--- config.mk ---
export PLATFORM = sky130hd
export DESIGN_NAME = imem_loader_flat
export DESIGN_NICKNAME = d
export VERILOG_FILES = /design/src/rtl/imem_loader_pkg.sv /design/src/rtl/imem_loader_if.sv /design/src/rtl/imem_loader_word_assembler.sv /design/src/rtl/imem_loader.sv /design/src/flat_wrapper.sv
export SDC_FILE = /design/constraint.sdc
export NUM_CORES = 1
export LEC_CHECK = 0
export CORE_MARGIN = 5
export CORE_UTILIZATION = 48
export CTS_CLUSTER_SIZE = 14
export DETAILED_ROUTE_END_ITERATION = 7
export PLACE_DENSITY = 0.76
export REMOVE_ABC_BUFFERS = 1
export SYNTH_ARGS = -nofsm -noshare
export SYNTH_HDL_FRONTEND = slang
export SYNTH_SLANG_ARGS = --single-unit
export TNS_END_PERCENT = 100
--- constraint.sdc ---
create_clock -name clock -period 2.3 [get_ports clock]
set_input_delay 0.46 -clock clock [delete_from_list [all_inputs] [get_ports clock]]
set_output_delay 0.46 -clock clock [all_outputs]
set_load 0.01 [all_outputs]
--- src/rtl/imem_loader_pkg.sv ---
// Shared definitions for the instruction-memory loader: FSM state encoding and
// stream framing constants.
package imem_loader_pkg;

    localparam int BYTES_PER_WORD = 4;
    localparam int LEN_W          = 16;

    typedef logic [2:0] state_t;

    localparam logic [2:0] S_LEN_HI = 3'd0;
    localparam logic [2:0] S_LEN_LO = 3'd1;
    localparam logic [2:0] S_DATA   = 3'd2;
    localparam logic [2:0] S_WRITE  = 3'd3;
    localparam logic [2:0] S_CKSUM  = 3'd4;
    localparam logic [2:0] S_DONE   = 3'd5;
    localparam logic [2:0] S_ERROR  = 3'd6;

endpackage

--- src/rtl/imem_loader_if.sv ---
// Loader bus bundle: byte stream in, instruction-memory write port and boot status out.
interface imem_loader_if;

    // A byte moves on a rising edge where byte_valid && byte_ready; byte_data is
    // ignored otherwise, and the source must hold byte/valid until that edge.
    logic        byte_valid;
    logic [7:0]  byte_data;
    logic        byte_ready;
    logic        wr_en;
    logic [31:0] wr_addr;
    logic [31:0] wr_data;
    logic        cpu_reset;
    logic        done;
    logic        error;

    modport master (
        input  byte_valid, byte_data,
        output byte_ready, wr_en, wr_addr, wr_data, cpu_reset, done, error
    );

    modport slave (
        output byte_valid, byte_data,
        input  byte_ready, wr_en, wr_addr, wr_data, cpu_reset, done, error
    );

endinterface

--- src/rtl/imem_loader_word_assembler.sv ---
// Big-endian word assembler: shifts accepted bytes in MSB first and flags the 4th byte.
module word_assembler
    import imem_loader_pkg::*;
(
    input  logic        clock,
    input  logic        reset,
    input  logic        shift_i,
    input  logic [7:0]  byte_i,
    output logic [31:0] word_o,
    output logic        full_o
);

    localparam logic [1:0] LAST = 2'(BYTES_PER_WORD - 1);

    logic [1:0]  cnt_q, cnt_d;
    logic [31:0] word_q, word_d;

    always_comb begin
        cnt_d  = cnt_q;
        word_d = word_q;
        if (shift_i) begin
            word_d = {word_q[23:0], byte_i};
            cnt_d  = cnt_q + 2'd1;
        end
    end

    always_ff @(posedge clock) begin
        if (reset) begin
            cnt_q  <= '0;
            word_q <= '0;
        end else begin
            cnt_q  <= cnt_d;
            word_q <= word_d;
        end
    end

    assign word_o = word_q;
    assign full_o = shift_i && (cnt_q == LAST);

endmodule

--- src/rtl/imem_loader.sv ---
// Boot loader: length-prefixed byte stream -> consecutive instruction-memory words,
// holding the CPU in reset until done. Optional checksum byte: IMEM_LOADER_CHECKSUM_EN.
module imem_loader
    import imem_loader_pkg::*;
#(
    parameter int          WORDS     = 64,
    parameter logic [31:0] BASE_ADDR = 32'h0000_0000
) (
    input  logic          clock,
    input  logic          reset,
    imem_loader_if.master bus,
    output logic [2:0]    dbg_state_o
);

    localparam int               IDX_W   = $clog2(WORDS + 1);
    localparam logic [LEN_W-1:0] MAX_LEN = LEN_W'(WORDS);
`ifdef IMEM_LOADER_CHECKSUM_EN
    localparam logic [2:0]       S_FINISH = S_CKSUM;
`else
    localparam logic [2:0]       S_FINISH = S_DONE;
`endif

    state_t           state_q, state_d;
    logic [7:0]       len_hi_q, len_hi_d;
    logic [LEN_W-1:0] len_q, len_d;
    logic [IDX_W-1:0] idx_q, idx_d;
    logic [IDX_W-1:0] idx_next;
    logic [LEN_W-1:0] new_len;
    logic             accept;
    logic             shift;
    logic             full;
    logic [31:0]      word;
`ifdef IMEM_LOADER_CHECKSUM_EN
    logic [7:0]       ck_q, ck_d;
`endif

    // Outputs decode only from registered state so byte_valid never reaches them.
    assign bus.byte_ready = (state_q == S_LEN_HI) || (state_q == S_LEN_LO) ||
                            (state_q == S_DATA)   || (state_q == S_CKSUM);
    assign bus.wr_en      = (state_q == S_WRITE);
    assign bus.wr_addr    = BASE_ADDR + (32'(idx_q) << 2);
    assign bus.wr_data    = word;
    assign bus.cpu_reset  = (state_q != S_DONE);
    assign bus.done       = (state_q == S_DONE);
    assign bus.error      = (state_q == S_ERROR);
    assign dbg_state_o    = state_q;

    assign accept   = bus.byte_valid && bus.byte_ready;
    assign shift    = accept && (state_q == S_DATA);
    assign new_len  = {len_hi_q, bus.byte_data};
    assign idx_next = idx_q + IDX_W'(1);

    word_assembler u_word_assembler (
        .clock   (clock),
        .reset   (reset),
        .shift_i (shift),
        .byte_i  (bus.byte_data),
        .word_o  (word),
        .full_o  (full)
    );

    always_comb begin
        state_d  = state_q;
        len_hi_d = len_hi_q;
        len_d    = len_q;
        idx_d    = idx_q;
`ifdef IMEM_LOADER_CHECKSUM_EN
        ck_d     = ck_q;
`endif
        case (state_q)
            S_LEN_HI: begin
                if (accept) begin
                    len_hi_d = bus.byte_data;
                    state_d  = S_LEN_LO;
                end
            end
            S_LEN_LO: begin
                if (accept) begin
                    len_d = new_len;
                    if (new_len > MAX_LEN)  state_d = S_ERROR;
                    else if (new_len == '0) state_d = S_FINISH;
                    else                    state_d = S_DATA;
                end
            end
            S_DATA: begin
`ifdef IMEM_LOADER_CHECKSUM_EN
                if (shift) ck_d = ck_q ^ bus.byte_data;
`endif
                if (full) state_d = S_WRITE;
            end
            S_WRITE: begin
                idx_d = idx_next;
                if (LEN_W'(idx_next) == len_q) state_d = S_FINISH;
                else                           state_d = S_DATA;
            end
`ifdef IMEM_LOADER_CHECKSUM_EN
            S_CKSUM: begin
                if (accept) state_d = (bus.byte_data == ck_q) ? S_DONE : S_ERROR;
            end
`endif
            default: ;
        endcase
    end

    always_ff @(posedge clock) begin
        if (reset) begin
            state_q  <= S_LEN_HI;
            len_hi_q <= '0;
            len_q    <= '0;
            idx_q    <= '0;
`ifdef IMEM_LOADER_CHECKSUM_EN
            ck_q     <= '0;
`endif
        end else begin
            state_q  <= state_d;
            len_hi_q <= len_hi_d;
            len_q    <= len_d;
            idx_q    <= idx_d;
`ifdef IMEM_LOADER_CHECKSUM_EN
            ck_q     <= ck_d;
`endif
        end
    end

endmodule

--- src/flat_wrapper.sv ---
// flat-port wrapper written by rule: the top's interface ports become plain ports
module imem_loader_flat import imem_loader_pkg::*;
#(
    parameter int          WORDS     = 64,
    parameter logic [31:0] BASE_ADDR = 32'h0000_0000
)
  (clock, reset, dbg_state_o, bus_byte_valid, bus_byte_data, bus_byte_ready, bus_wr_en, bus_wr_addr, bus_wr_data, bus_cpu_reset, bus_done, bus_error);
  imem_loader_if bus_i ();
  input  logic clock;
  input  logic reset;
  output logic [2:0] dbg_state_o;
  input wire logic [$bits(bus_i.byte_valid)-1:0] bus_byte_valid;
  input wire logic [$bits(bus_i.byte_data)-1:0] bus_byte_data;
  output wire logic [$bits(bus_i.byte_ready)-1:0] bus_byte_ready;
  output wire logic [$bits(bus_i.wr_en)-1:0] bus_wr_en;
  output wire logic [$bits(bus_i.wr_addr)-1:0] bus_wr_addr;
  output wire logic [$bits(bus_i.wr_data)-1:0] bus_wr_data;
  output wire logic [$bits(bus_i.cpu_reset)-1:0] bus_cpu_reset;
  output wire logic [$bits(bus_i.done)-1:0] bus_done;
  output wire logic [$bits(bus_i.error)-1:0] bus_error;
  assign bus_i.byte_valid = bus_byte_valid;
  assign bus_i.byte_data = bus_byte_data;
  assign bus_byte_ready = bus_i.byte_ready;
  assign bus_wr_en = bus_i.wr_en;
  assign bus_wr_addr = bus_i.wr_addr;
  assign bus_wr_data = bus_i.wr_data;
  assign bus_cpu_reset = bus_i.cpu_reset;
  assign bus_done = bus_i.done;
  assign bus_error = bus_i.error;
  imem_loader #(.WORDS(WORDS), .BASE_ADDR(BASE_ADDR)) u_core (.clock(clock), .reset(reset), .bus(bus_i), .dbg_state_o(dbg_state_o));
endmodule
==> flow_summary.toml, run 1 <==
[timing]
slew_violations = 0
hold_viol = 0
period_minus_slack_ns = 2.23
setup_tns_ns = 0
skew_ns = 0.00562
maxClockFrequency_mhz = 448
fin_crit_sh = 0.969
holdWs_ns = 0.453
setup-violations-final = 0
worst_pin_slew_ns = 0.529
slew_headroom = 0.647
rsz0062_at_grt = "false"

[hold_path]
whs_path_depth = 2
hp-start = "u_core.u_word_assembler.word_o[27]"
hp-class = "flip-flop to flip-flop"
holdPathEnd = "u_core.u_word_assembler.word_o[27]"

[die]
io_pins = 83
start_util = 0.486
die_x_um = 89.5
die_y_um = 89.5
row_count = 29
core_mm2 = 0.00624
die_area_mm2 = 0.00800

[synth]
synthTopCellsByArea = "dfxtp_1 (45%), nand2_1 (15%), a21oi_1 (10%)"
synth-edff-count = 0
synth_top_area_frac = 0.449
netlist_area_mm2 = 0.00303
synth-seq-cells = 68
netlist-cell-type-count = 43
synth_top_cell_by_area = "dfxtp_1"
ys_seq_area_frac = 0.449
synth_warnings = 0
syn-instance-count = 387
synth_flop_cell = "dfxtp_1"
syn_area_per_cell_um2 = 7.83
async_flop_share = 0

[flow_run]
maxCapViolations = 0

[clock_tree]
numCtsBuffers = 9
clock-root-buffer = "clkbuf_8"
cts_buffer_depth = 2
hold_buffers = 0
cts_tree = "yes"
clock_sinks = 68
clk_pin_slew_ns = 0.07
h-tree-depth = 3
clk_latency_ns = 0.34

[setup_path]
critPathMaxFanout = 8
cp-end-kind = "output port"
startpoint_type = "flip-flop"
r2r-end = "u_core.dbg_state_o[1]"
reg2reg_from = "u_core.idx_q[0]"
path_class = "flip-flop to output port"
rrSetupSlack_ns = 0.39
crit_required_ns = 1.84
arrival_ns = 1.77
r2r_cells = 5

[place]
numPortBuffers = 57
dp_hpwl_mm = 4.83
place_congestion = 0.839

[detailed_routing]
dr.pass1.iters = 4
drc_errors = 0
wl_mm = 6.79
drt_iter0_drc = 134
vias = 2659
routedWlPerCell_um = 12.8
viasPerCell = 5.03
antenna_left = 0

[global_route]
grt_overflow = 0
antenna_found_initial = 0
grt_pass1_wl_mm = 10.9
grt_max_degree = 58
track_usage = 0.173
grt_pass1_vias = 2426

[layout]
drive_gt1_frac = 0.0996
area_growth_syn_to_layout_pct = 25.6
antenna_cells = 0
nets = 460

[power]
powerDensity_mw_per_mm2 = 672
leakagePower_nw = 1.35
p_total_w = 0.00256
ir_drop_v = 0.000526

[status]
status = "completed"
==> metrics by stage <==
stage | setup slack, ns | std cells | utilization | cell area (um2)
after floorplan | -0.493 | 366 | - | 2840
after global placement | -0.165 | 513 | 0.579 | 3610
after detailed placement | -0.206 | 513 | 0.579 | 3610
after CTS | 0.0156 | 529 | 0.610 | 3810
after global routing | 0.00987 | 529 | 0.610 | 3810
final | 0.0702 | 529 | 0.610 | 3810
==> worst max path at each step <==
stage                                             to                  start  cells after the start  slack (ns)
finish                                     bus_wr_en  u_core.dbg_state_o[2]                      4        0.07
global route                               bus_wr_en  u_core.dbg_state_o[2]                      4        0.01
CTS                                        bus_wr_en  u_core.dbg_state_o[1]                      3        0.02
detailed placement             u_core.dbg_state_o[1]       bus_byte_data[0]                      6       -0.21
global placement               u_core.dbg_state_o[1]       bus_byte_data[0]                      6       -0.17
floorplan           u_core.u_word_assembler.cnt_q[0]  u_core.dbg_state_o[1]                      4       -0.49
==> area by class of cell <==
type                    instances  area (um2)
multi-input cells             292        1450
well taps                      77        96.3
flip-flops and latches         68        1360
fillers                       570        2430
clock buffers                  10         128
clock inverters                 6        63.8
repair buffers                 70         676
inverters                       6        30.0
==> cell usage in the layout, fill, tap and decap left out, types with 5 or more instances in the layout <==
cell,instances
a21oi_1,63
dfxtp_1,66
buf_4,12
xor2_1,8
nor2_1,14
clkbuf_8,9
nor3_1,9
nand2_1,124
clkdlybuf4s50_1,56
xnor2_1,6
conb_1,25
nand3_1,5
==> layer usage <==
metal  vias up  GRT usage  share of wire
met5         -          0              0
met3        12     0.0488          0.060
li1       1352          -              -
met2        67      0.275           0.49
met1      1228      0.216           0.43
met4         0     0.0812          0.017
==> cell families (layout without fill, tap and decap cells) <==
kind of cell | count (synthesis) | count (layout) | share of synthesized area
xor gates and xnor gates | 14 | 14 | 0.0404
adders and majority gates | 2 | 2 | 0.00825
and+or+nand+nor | 173 | 173 | 0.255
buffers and inverters | 51 | 92 | 0.104
AOI/OAI and AO/OA | 78 | 78 | 0.142
DFF | 68 | 68 | 0.449
other | 1 | 25 | 0.00124
==> power by group <==
part           total (W)  switching, W  internal (W)
clock           0.000960      0.000460      0.000500
combinational   0.000336      0.000202      0.000135
sequential       0.00126     0.0000445       0.00122
total            0.00256      0.000706       0.00185
==> cells in the mapped netlist (2+ instances only) <==
| master | n |
|---|---|
| o31ai_1 | 2 |
| dfxtp_1 | 68 |
| buf_4 | 26 |
| ha_1 | 2 |
| o21ai_0 | 2 |
| xnor2_1 | 6 |
| nand3_1 | 5 |
| nor4_1 | 2 |
| inv_1 | 3 |
| o22ai_1 | 2 |
| clkbuf_1 | 17 |
| or4_4 | 2 |
| nor3_1 | 10 |
| a21oi_1 | 63 |
| nand2_1 | 124 |
| o2111ai_1 | 2 |
| o21a_1 | 2 |
| nor2_1 | 14 |
| xor2_1 | 8 |
| and2_1 | 2 |
| nand4_1 | 3 |
==> critical path, cell delays in order, from the launching register on <==
cell             delay (ns)
dfxtp_1                0.38
and2b_4                0.28
nand2_1                0.08
inv_2                  0.14
clkdlybuf4s50_1        0.55
==> sequential cells by signal, indices dropped and copies added, names as in the netlist <==
name,cells
u_core.dbg_state_o,3
u_core.idx_q,7
u_core.len_hi_q,8
u_core.len_q,16
u_core.u_word_assembler.cnt_q,2
u_core.u_word_assembler.word_o,32
==> what timing repair did <==
item / CTS / global route
endpoints found under the setup margin: 1 / 3
buffers inserted: 0 / 0
gates resized for setup: 1 / 1
endpoints found under the hold margin: 0 / 0
Power figures use the tool's default switching activity.
==> inputs of run 2 (changes only) <==
Settings changed: CORE_UTILIZATION 48 to 43, PLACE_DENSITY 0.76 to 0.71.
Clock period 2.3 ns to 1.9 ns, I/O delays scaled along.
==> run 2 against run 1 <==
Sequential share of layout area fell by 1.6 points. Clock power rose by 48%. Via count grew 1.1%. Critical endpoint is now u_core.dbg_state_o[1].
==> flow_summary.toml, run 2 (synthesis gave the netlist of run 1 again) <==
[layout]
stdcell_count = 558
antenna_cells = 0
final_common_cell = "nand2_1"
layout_common_cells = "nand2_1 (124), a21oi_1 (63), dfxtp_1 (63)"
nets = 470
drive_gt1_frac = 0.139
largest_reg_flops = 32
num-fill-cells = 631
area_growth_syn_to_layout_pct = 32.0

[detailed_routing]
vias = 2688
dr.pass1.iters = 4
wl_mm = 6.86
routedWlPerCell_um = 12.3
viasPerCell = 4.82
drc_errors = 0
drt_iter0_drc = 164
antenna_left = 0

[global_route]
grtUsageMet3 = 0.0264
grt_pass1_vias = 2427
antenna_found_initial = 0
grtUsageMet1 = 0.205
grtUsageMet2 = 0.258
top_usage_layer = "met2"
grt_overflow = 0
track_usage = 0.158
grt_max_degree = 52
grt_pass1_wl_mm = 11.2

[place]
numPortBuffers = 57
dp_hpwl_mm = 4.97
place_congestion = 0.826
placed_cells = 541

[clock_tree]
numCtsBuffers = 9
clk_latency_ns = 0.34
hold_buffers = 0
cts_buffer_depth = 2
clock-root-buffer = "clkbuf_8"
cts_tree = "yes"
h-tree-depth = 3
clock_sinks = 68
clk_pin_slew_ns = 0.08

[die]
die_x_um = 94.0
die_area_mm2 = 0.00883
core_mm2 = 0.00683
start_util = 0.444
io_pins = 83
die_y_um = 94.0
row_count = 30

[flow_run]
maxCapViolations = 0

[timing]
slew_headroom = 0.661
hold_viol = 0
rsz0062_at_grt = "false"
period_minus_slack_ns = 1.82
worst_pin_slew_ns = 0.501
slew_violations = 0
skew_ns = 0.0110
fin_crit_sh = 0.957
setup-violations-final = 0
maxClockFrequency_mhz = 550
setup_tns_ns = 0

[power]
leakagePower_nw = 1.48
pwr-share-clk = 0.418
p_seq_frac = 0.447
share_comb_of_total_power = 0.135
powerDensity_mw_per_mm2 = 848
p_int_w = 0.00254
ir_drop_v = 0.000576
switching_share = 0.251
power_switching_w = 0.000852

[hold_path]
hp-class = "input port to flip-flop"

[setup_path]
startpoint_type = "input port"
crit_required_ns = 2.12
cp-end-kind = "flip-flop"
arrival_ns = 2.04
path_class = "input port to flip-flop"
critPathMaxFanout = 4

[status]
status = "completed"
## run 2: final timing paths
kind,endpoint,cells after the start,slack (ns),from
setup / recovery,u_core.dbg_state_o[1],6,0.08,bus_byte_data[2]
hold / removal,u_core.u_word_assembler.word_o[3],4,0.44,bus_byte_data[3]
setup reg to reg,u_core.dbg_state_o[1],6,0.16,u_core.idx_q[1]
hold reg to reg,u_core.u_word_assembler.word_o[30],2,0.46,u_core.u_word_assembler.word_o[30]
## run 2: power by group through the flow
stage / combinational [W] / sequential [W] / clock (W)
after global routing: 0.000506 / 0.00152 / 0.00151
after detailed placement: 0.000452 / 0.00155 / 0
final: 0.000457 / 0.00151 / 0.00142
after global placement: 0.000444 / 0.00154 / 0
after floorplan: 0.000224 / 0.00156 / 0
after CTS: 0.000451 / 0.00151 / 0.00145
## run 2: through the flow
step	setup WS [ns]	hold WS, ns	cell area [um2]	util	power, W
5_1_grt	0.00901	0.433	4000	0.586	0.00354
3_5_place_dp	-0.526	0.446	3740	0.548	0.00200
2_1_floorplan	-0.893	0.430	2840	-	0.00178
4_1_cts	0.00886	0.424	3980	0.583	0.00342
3_3_place_gp	-0.491	0.442	3740	0.548	0.00199
6_report	0.0812	0.436	4000	0.586	0.00339
## run 2: timing repair
| action | in CTS | in global routing |
|---|---|---|
| resized for setup | 18 | 6 |
| pin swaps | 6 | 2 |
| setup buffers | 0 | 1 |
| setup endpoints to repair | 6 | 6 |
## run 2: layer usage
| layer | vias to the layer above | part of all wire |
|---|---|---|
| met5 | - | 0 |
| met4 | 0 | 0.015 |
| met3 | 8 | 0.044 |
| met2 | 57 | 0.49 |
| met1 | 1248 | 0.45 |
| li1 | 1375 | - |
## run 2: final cells by class
class | count | area [um2] | share of cell area
inverters | 6 | 30.0 | 0.00750
clock buffers | 10 | 128 | 0.0319
clock inverters | 6 | 113 | 0.0281
flip-flops and latches | 68 | 1370 | 0.342
multi-input cells | 292 | 1470 | 0.366
repair buffers | 80 | 777 | 0.194
well taps | 96 | 120 | 0.0300
## run 2: worst max-delay path: stages
cell,delay [ns]
clkdlybuf4s15_2,0.19
or4_4,0.50
or4_4,0.45
o21ai_4,0.18
o2111ai_2,0.13
o21a_1,0.20
==> inputs of run 3 (changes only) <==
Settings changed: SYNTH_HIERARCHICAL set to 1.
==> run 3 against run 2 <==
Sequential power about the same. Sequential share of layout area up 0.16 points. Combinational power down 36%. Utilization down 0.54 points. Maximum frequency down 0.41%. Global-route usage up 0.51 points. Cell count down 5.2%. First-iteration DRC count down 19%. Flip-flop and latch count unchanged. Count of clock-buffer cells in the layout up 1. Worst hold slack better by 0.0020 ns. Register-to-register slack worse by 0.09 ns. Largest power group unchanged.
==> flow_summary.toml, run 3 <==
[status]
status = "completed"

[synth]
netlist_area_mm2 = 0.00307
synth_top_area_frac = 0.444
syn-instance-count = 352
synthTopCellsByArea = "dfxtp_1 (44%), mux2i_1 (11%), nand2_1 (7.3%)"
async_flop_share = 0
synth_commonest_cells = "dfxtp_1 (68), nand2_1 (60), nor2_1 (46)"
netlist-cell-type-count = 45
synth_warnings = 6
synth-seq-cells = 68
synth-edff-count = 0
ys_seq_area_frac = 0.444
post-synth-top-count-cell = "dfxtp_1"
syn_area_per_cell_um2 = 8.72
synth_top_cell_by_area = "dfxtp_1"
synth_flop_cell = "dfxtp_1"

[power]
powerDensity_mw_per_mm2 = 758
share_comb_of_total_power = 0.096
power_switching_w = 0.000770
pwr-share-clk = 0.413
ir_drop_v = 0.000451
p_int_w = 0.00225
leakagePower_nw = 1.49
switching_share = 0.255
p_seq_frac = 0.490

[setup_path]
critPathMaxFanout = 4
crit_required_ns = 2.14
startpoint = "u_core/idx_q[0]"
path_class = "flip-flop to flip-flop"
reg2reg_from = "u_core/idx_q[0]"
startpoint_type = "flip-flop"
arrival_ns = 2.07
r2r_cells = 6
rrSetupSlack_ns = 0.07
r2r-end = "u_core/dbg_state_o[2]"
endpoint = "u_core/dbg_state_o[2]"
cp-end-kind = "flip-flop"

[detailed_routing]
vias = 2546
drt_iter0_drc = 133
viasPerCell = 4.81
dr.pass1.iters = 4
wl_mm = 6.97
routedWlPerCell_um = 13.2
antenna_left = 0
drc_errors = 0

[timing]
period_minus_slack_ns = 1.83
worst_pin_slew_ns = 0.541
setup-violations-final = 0
fin_crit_sh = 0.961
holdWs_ns = 0.438
hold_viol = 0
slew_violations = 0
layout_setup_ws_ns = 0.0737
maxClockFrequency_mhz = 548
skew_ns = 0.00726
setup_tns_ns = 0
slew_headroom = 0.635
rsz0062_at_grt = "false"

[layout]
drive_gt1_frac = 0.141
final_common_cell = "dfxtp_1"
num-fill-cells = 656
area_growth_syn_to_layout_pct = 29.9
largest_reg_flops = 32
layout_common_cells = "dfxtp_1 (62), nand2_1 (60), clkdlybuf4s50_1 (52)"
utilization = 0.580
antenna_cells = 0
nets = 441

[die]
io_pins = 83
die_area_mm2 = 0.00893
core_mm2 = 0.00687
die_y_um = 94.5
start_util = 0.447
die_x_um = 94.5
row_count = 30

[global_route]
antenna_found_initial = 0
track_usage = 0.163
grt_max_degree = 27
grt_pass1_wl_mm = 11.4
grt_pass1_vias = 2399
grt_overflow = 0

[place]
numPortBuffers = 57
pre_cts_slack_ns = -0.0842
dp_hpwl_mm = 5.05
place_congestion = 0.804

[clock_tree]
hold_buffers = 0
clk_pin_slew_ns = 0.08
numCtsBuffers = 9
clk_latency_ns = 0.34
cts_buffer_depth = 2
cts_tree = "yes"
h-tree-depth = 3
clock-root-buffer = "clkbuf_8"
clock_sinks = 68
cts_setup_buffers = 0

[hold_path]
hp-class = "input port to flip-flop"

[flow_run]
maxCapViolations = 0
-- run 3: worst min-delay path by stage --
stage	from	endpoint	slack, ns	cells past startpoint
2_1_floorplan	u_core/len_q[10]	u_core/len_q[10]	0.43	2
3_3_place_gp	u_core/len_q[10]	u_core/len_q[10]	0.44	2
3_5_place_dp	u_core/len_q[14]	u_core/len_q[14]	0.45	2
4_1_cts	reset	u_core/idx_q[4]	0.43	2
5_1_grt	reset	u_core/idx_q[5]	0.45	2
6_report	reset	u_core/idx_q[5]	0.44	2
-- run 3: layout make-up --
type,count,area [um2],share of cell area
multi-input cells,262,1510,0.379
flip-flops and latches,68,1370,0.343
repair buffers,84,767,0.192
clock buffers,11,151,0.0380
well taps,96,120,0.0301
clock inverters,5,58.8,0.0148
inverters,3,11.3,0.00282
-- run 3: power by group through the flow --
stage | clock, W | combinational (W) | sequential, W
global placement | 0 | 0.000276 | 0.00151
finish | 0.00125 | 0.000291 | 0.00148
detailed placement | 0 | 0.000281 | 0.00151
CTS | 0.00128 | 0.000283 | 0.00148
global route | 0.00135 | 0.000322 | 0.00149
floorplan | 0 | 0.000146 | 0.00151
-- run 3: cell families after synthesis --
| group | Yosys count | share of synthesized area |
|---|---|---|
| adder cells (fa/ha/maj) | 2 | 0.00815 |
| other | 1 | 0.00122 |
| XOR/XNOR | 12 | 0.0342 |
| AND/OR/NAND/NOR | 139 | 0.202 |
| multiplexers | 34 | 0.111 |
| buffers and inverters | 46 | 0.107 |
| AO/OA/AOI/OAI | 50 | 0.0934 |
| flip-flops | 68 | 0.444 |
-- run 3: timing repair --
item                                    in CTS  in global routing
gates resized for setup                     10                  6
pin swaps                                    4                  6
endpoints found under the setup margin       7                  5
-- run 3: per-layer routing --
layer | track usage | share of wire | vias up
met1 | 0.207 | 0.45 | 1185
met2 | 0.263 | 0.46 | 72
met5 | 0 | 0 | -
met3 | 0.0502 | 0.071 | 7
met4 | 0.0541 | 0.010 | 0
li1 | - | - | 1282
-- run 3: critical path, cell delays in order (launching register included) --
cell and delay [ns]:
dfxtp_2 0.35, buf_4 0.14, nand3_2 0.07, or4b_1 0.47, a31oi_1 0.24, o2111ai_2 0.17
a311oi_1 0.29
-- run 3: metrics by stage --
step,instance area [um2],power (W),instances
floorplan,2840,0.00166,333
global placement,3740,0.00179,513
detailed placement,3740,0.00179,513
CTS,3970,0.00304,529
global route,3990,0.00316,529
finish,3990,0.00302,529
==> variant 1: new RTL, settings of run 3 <==
`WORDS` is set to 64 in 2 places; all go to 32.
--- a/src/rtl/imem_loader.sv
+++ b/src/rtl/imem_loader.sv
@@ -3,7 +3,7 @@
 module imem_loader
     import imem_loader_pkg::*;
 #(
-    parameter int          WORDS     = 64,
+    parameter int          WORDS     = 32,
     parameter logic [31:0] BASE_ADDR = 32'h0000_0000
 ) (
     input  logic          clock,
--- a/src/flat_wrapper.sv
+++ b/src/flat_wrapper.sv
@@ -1,7 +1,7 @@
 // flat-port wrapper written by rule: the top's interface ports become plain ports
 module imem_loader_flat import imem_loader_pkg::*;
 #(
-    parameter int          WORDS     = 64,
+    parameter int          WORDS     = 32,
     parameter logic [31:0] BASE_ADDR = 32'h0000_0000
 )
   (clock, reset, dbg_state_o, bus_byte_valid, bus_byte_data, bus_byte_ready, bus_wr_en, bus_wr_addr, bus_wr_data, bus_cpu_reset, bus_done, bus_error);
Behaviour: not the same (Yosys sat finds a counterexample within 4 cycles, from zero or initial values and one cycle with reset high).
==> variant 1 against run 3 <==
Routed wire length is 9.9% lower; global-route usage shrank 1.6 points; setup slack got worse by 0.036 ns; sequential share of layout area grew 0.15 points; worst hold slack got worse by 0.017 ns; power grew 4.8%; cell area decreased by 2.3%; synthesized area fell by 2.4%; sequential cell count shrank 1; clock skew down 0.0010 ns; critical path type is now in2reg; critical endpoint is now u_core/dbg_state_o[1].
==> variant 1: results (changes against run 3) <==
status:
  outcome: "finished clean"  # unchanged
worst_setup_path:
  reg2reg_from: "u_core/len_hi_q[0]"  # was u_core/idx_q[0]
  path_delay_family: "simple AND/OR/NAND/NOR gates"  # was compound AO/OA/AOI/OAI gates
  critPathLaunch: "bus_byte_data[1]"  # was u_core/idx_q[0]
  crit_path_max_fanout: 2  # was 4
  rrSetupSlack_ns: 0.13  # was 0.07 ns
synthesis:
  synth-seq-area-share_pct: 44.8  # was 44.4%
  synth-compound-area-share_pct: 8.35  # was 9.34%
  synthMuxAreaShare_pct: 11.0  # was 11.1%
  yosysUniqueCellTypes: 41  # was 45
layout:
  nFillCells: 633  # was 656
  drive_above_1_share_pct: 14.3  # was 14.1%
placement:
  port_buffers: 56  # was 57
  dp_hpwl_um: 4550  # was 5050 um
  pre_cts_ws_ns: -0.350  # was -0.0842 ns
clock_tree:
  cts_resized: 7  # was 10
detailed_routing:
  wl_met2_um: 2970  # was 3230 um
  first_iter_violations: 186  # was 133
  first_pass_iters: 6  # was 4
  dr_total_vias: 2385  # was 2546
  wl_met1_um: 2800  # was 3170 um
global_route:
  grt_pass1_vias: 2193  # was 2399
min_path:
  holdPathEnd: "u_core/idx_q[0]"  # was u_core/idx_q[5]
sta:
  period_share_pct: 98.0  # was 96.1%
  finClkSkew_ns: 0.00625  # was 0.00726 ns
power:
  cellPowerDensity_nw_per_um2: 813  # was 758 nW/um^2
## variant 1: changes by cell type in the layout (fill, tap and decap cells not counted), sizes merged, moves of 3 or more
cell | before | now
a21oi | 32 | 29
or4 | 0 | 5
nand3 | 5 | 1
nor3 | 6 | 3
o21ai | 7 | 4
nor2 | 47 | 40
## variant 1: worst register-to-register path, cell delays in order, from the launching register on
cell and delay (ns):
dfxtp_1 0.33, or4_4 0.55, nor4_4 0.25, nand3b_2 0.13, a221oi_2 0.28, o32ai_1 0.11
## variant 1: area by class of cell
| cell class | count | share of cell area, % |
|---|---|---|
| clock buffer | 12 | 3.98 |
| timing repair buffer | 83 | 19.6 |
| tap | 96 | 3.08 |
| inverter | 4 | 0.385 |
| clock inverter | 4 | 1.86 |
| sequential | 67 | 34.5 |
| multi-input combinational | 243 | 36.6 |
## variant 1: metrics by stage
stage | instances | instance area (um^2)
floorplan | 314 | 2760
global route | 509 | 3900
CTS | 509 | 3880
global placement | 493 | 3650
finish | 509 | 3900
detailed placement | 493 | 3650
==> variant 2: new RTL, flow settings as in run 3 <==
Made on the original files. Register the output `bus.error`; this adds one clock of latency there.
--- a/src/rtl/imem_loader.sv
+++ b/src/rtl/imem_loader.sv
@@ -42,7 +42,9 @@
     assign bus.wr_data    = word;
     assign bus.cpu_reset  = (state_q != S_DONE);
     assign bus.done       = (state_q == S_DONE);
-    assign bus.error      = (state_q == S_ERROR);
+    always_ff @(posedge clock) begin
+        bus.error <= (state_q == S_ERROR);
+    end
     assign dbg_state_o    = state_q;
 
     assign accept   = bus.byte_valid && bus.byte_ready;
Formal check against the unedited RTL: not equivalent (Yosys sat finds a counterexample within 4 cycles, from zero or initial values and one cycle with reset high).
==> variant 2 against run 3 <==
Routed wire length is 0.14% lower; die area grew 0.58%; power is 4.8% lower; via count up 0.47%; synthesized area increased by 0.65%; setup slack got worse by 0.025 ns; cell area about the same; sequential cell count is 1 higher; critical path type unchanged; critical endpoint unchanged; largest power group unchanged.
==> variant 2: results (changes against run 3) <==
worst_setup_path:
  rrSetupSlack_ns: 0.05  # was 0.07 ns
  crit_path_max_fanout: 3  # was 4
  cp.arrival_ns: 2.10  # was 2.07 ns
  path_class: "reg2reg"  # unchanged
placement:
  routabilityCongestion: 0.856  # was 0.804
  dp_hpwl_um: 4930  # was 5050 um
layout:
  drive_above_1_share_pct: 14.3  # was 14.1%
  fin_nets: 442  # was 441
  nFillCells: 657  # was 656
detailed_routing:
  dr_total_vias: 2558  # was 2546
  wl_per_cell_um: 13.1  # was 13.2 um
  first_iter_violations: 130  # was 133
  first_pass_iters: 4  # unchanged
clock_tree:
  h-tree-depth: 3  # unchanged
power:
  vdd_drop_max_uv: 385  # was 451 uV
  internal_power_mw: 2.11  # was 2.25 mW
  p_leak_nw: 1.48  # was 1.49 nW
min_path:
  min_from: "reset"  # unchanged
global_route:
  grt_pass1_wl_um: 10900  # was 11400 um
  gr-usage-all-layers_pct: 15.4  # was 16.3%
  grt_max_degree: 34  # was 27
  grt_pass1_vias: 2303  # was 2399
sta:
  finClkSkew_ns: 0.0102  # was 0.00726 ns
  max_slew_margin_pct: 66.0  # was 63.5%
  hold_viol_final: 0  # unchanged
synthesis:
  ys_top_cells_by_area: "dfxtp_1 45%, mux2i_1 11%, nand2_1 7.3%, buf_4 6.1%, nor2_1 5.6%"  # was dfxtp_1 44%, mux2i_1 11%, nand2_1 7.3%, buf_4 6.1%, nor2_1 5.6%
  netlist_top_cells_count: "69 x dfxtp_1, 60 x nand2_1, 46 x nor2_1"  # was 68 x dfxtp_1, 60 x nand2_1, 46 x nor2_1
  yosysUniqueCellTypes: 45  # unchanged
  yosys_warnings: 6  # unchanged
  synth_top_area_share_pct: 44.7  # was 44.4%
  synth-seq-area-share_pct: 44.7  # was 44.4%
status:
  outcome: "finished clean"  # unchanged
## variant 2: final cells by class
cell class	instances	area share (%)
Clock buffer	10	3.45
Clock inverter	6	1.16
Inverter	3	0.282
Multi-Input combinational cell	262	37.8
Sequential cell	69	34.8
Tap cell	99	3.11
Timing Repair Buffer	84	19.4
## variant 2: worst max-delay path: stages (launching register included)
cell and delay [ns]:
dfxtp_2 0.36, ha_4 0.15, nand3_1 0.09, or3_1 0.40
a211oi_2 0.28, o2111ai_2 0.19, a311oi_1 0.29
## variant 2: cells by family after synthesis
family | after synthesis | share of synthesized area (%)
simple gates | 139 | 20.0
flops | 69 | 44.7
xor+xnor | 12 | 3.40
fa+ha+maj | 2 | 0.810
mux | 34 | 11.0
buf+inv | 46 | 10.6
other cells | 1 | 0.121
compound gates | 50 | 9.28
## variant 2: power by group through the flow
stage          logic, mW  clock network [mW]  registers [mW]
3_5_place_dp       0.281                   0            1.53
2_1_floorplan      0.146                   0            1.54
6_report           0.289                1.09            1.50
4_1_cts            0.284                1.13            1.50
3_3_place_gp       0.278                   0            1.53
5_1_grt            0.318                1.19            1.51
## variant 2: worst min-delay path by stage
stage                  endpoint  slack (ns)  cells past startpoint
2_1_floorplan  u_core/len_q[10]        0.43                      2
3_3_place_gp   u_core/len_q[14]        0.45                      2
3_5_place_dp   u_core/len_q[15]        0.45                      2
4_1_cts         u_core/idx_q[0]        0.35                      2
5_1_grt         u_core/idx_q[0]        0.37                      2
6_report        u_core/idx_q[4]        0.35                      2
## variant 2: layer usage
layer  global-route usage, %  vias up  routed length, um
met2                    23.9       79               3210
met4                    4.69        0                 68
met3                    5.90        8                487
met5                       0        -                  0
met1                    19.9     1185               3200
li1                        -     1286                  -
## variant 2: stage by stage
stage                     hold WS (ns)  setup slack (ns)  area, um^2  cells  TNS [ns]
final                            0.353            0.0490        3990    533         0
after global routing             0.367           -0.0343        3990    533   -0.0343
after CTS                        0.352          0.000966        3950    533         0
after detailed placement         0.449            -0.160        3760    517     -2.80
after global placement           0.446            -0.133        3760    517     -1.56
after floorplan                  0.430             -3.27        2860    334   -104.47
## variant 2: what timing repair did
action	CTS	global route
pin swaps	4	5
buffers inserted	0	0
endpoints found under the setup margin	3	7
hold endpoints to repair	0	0
gates resized for setup	4	11
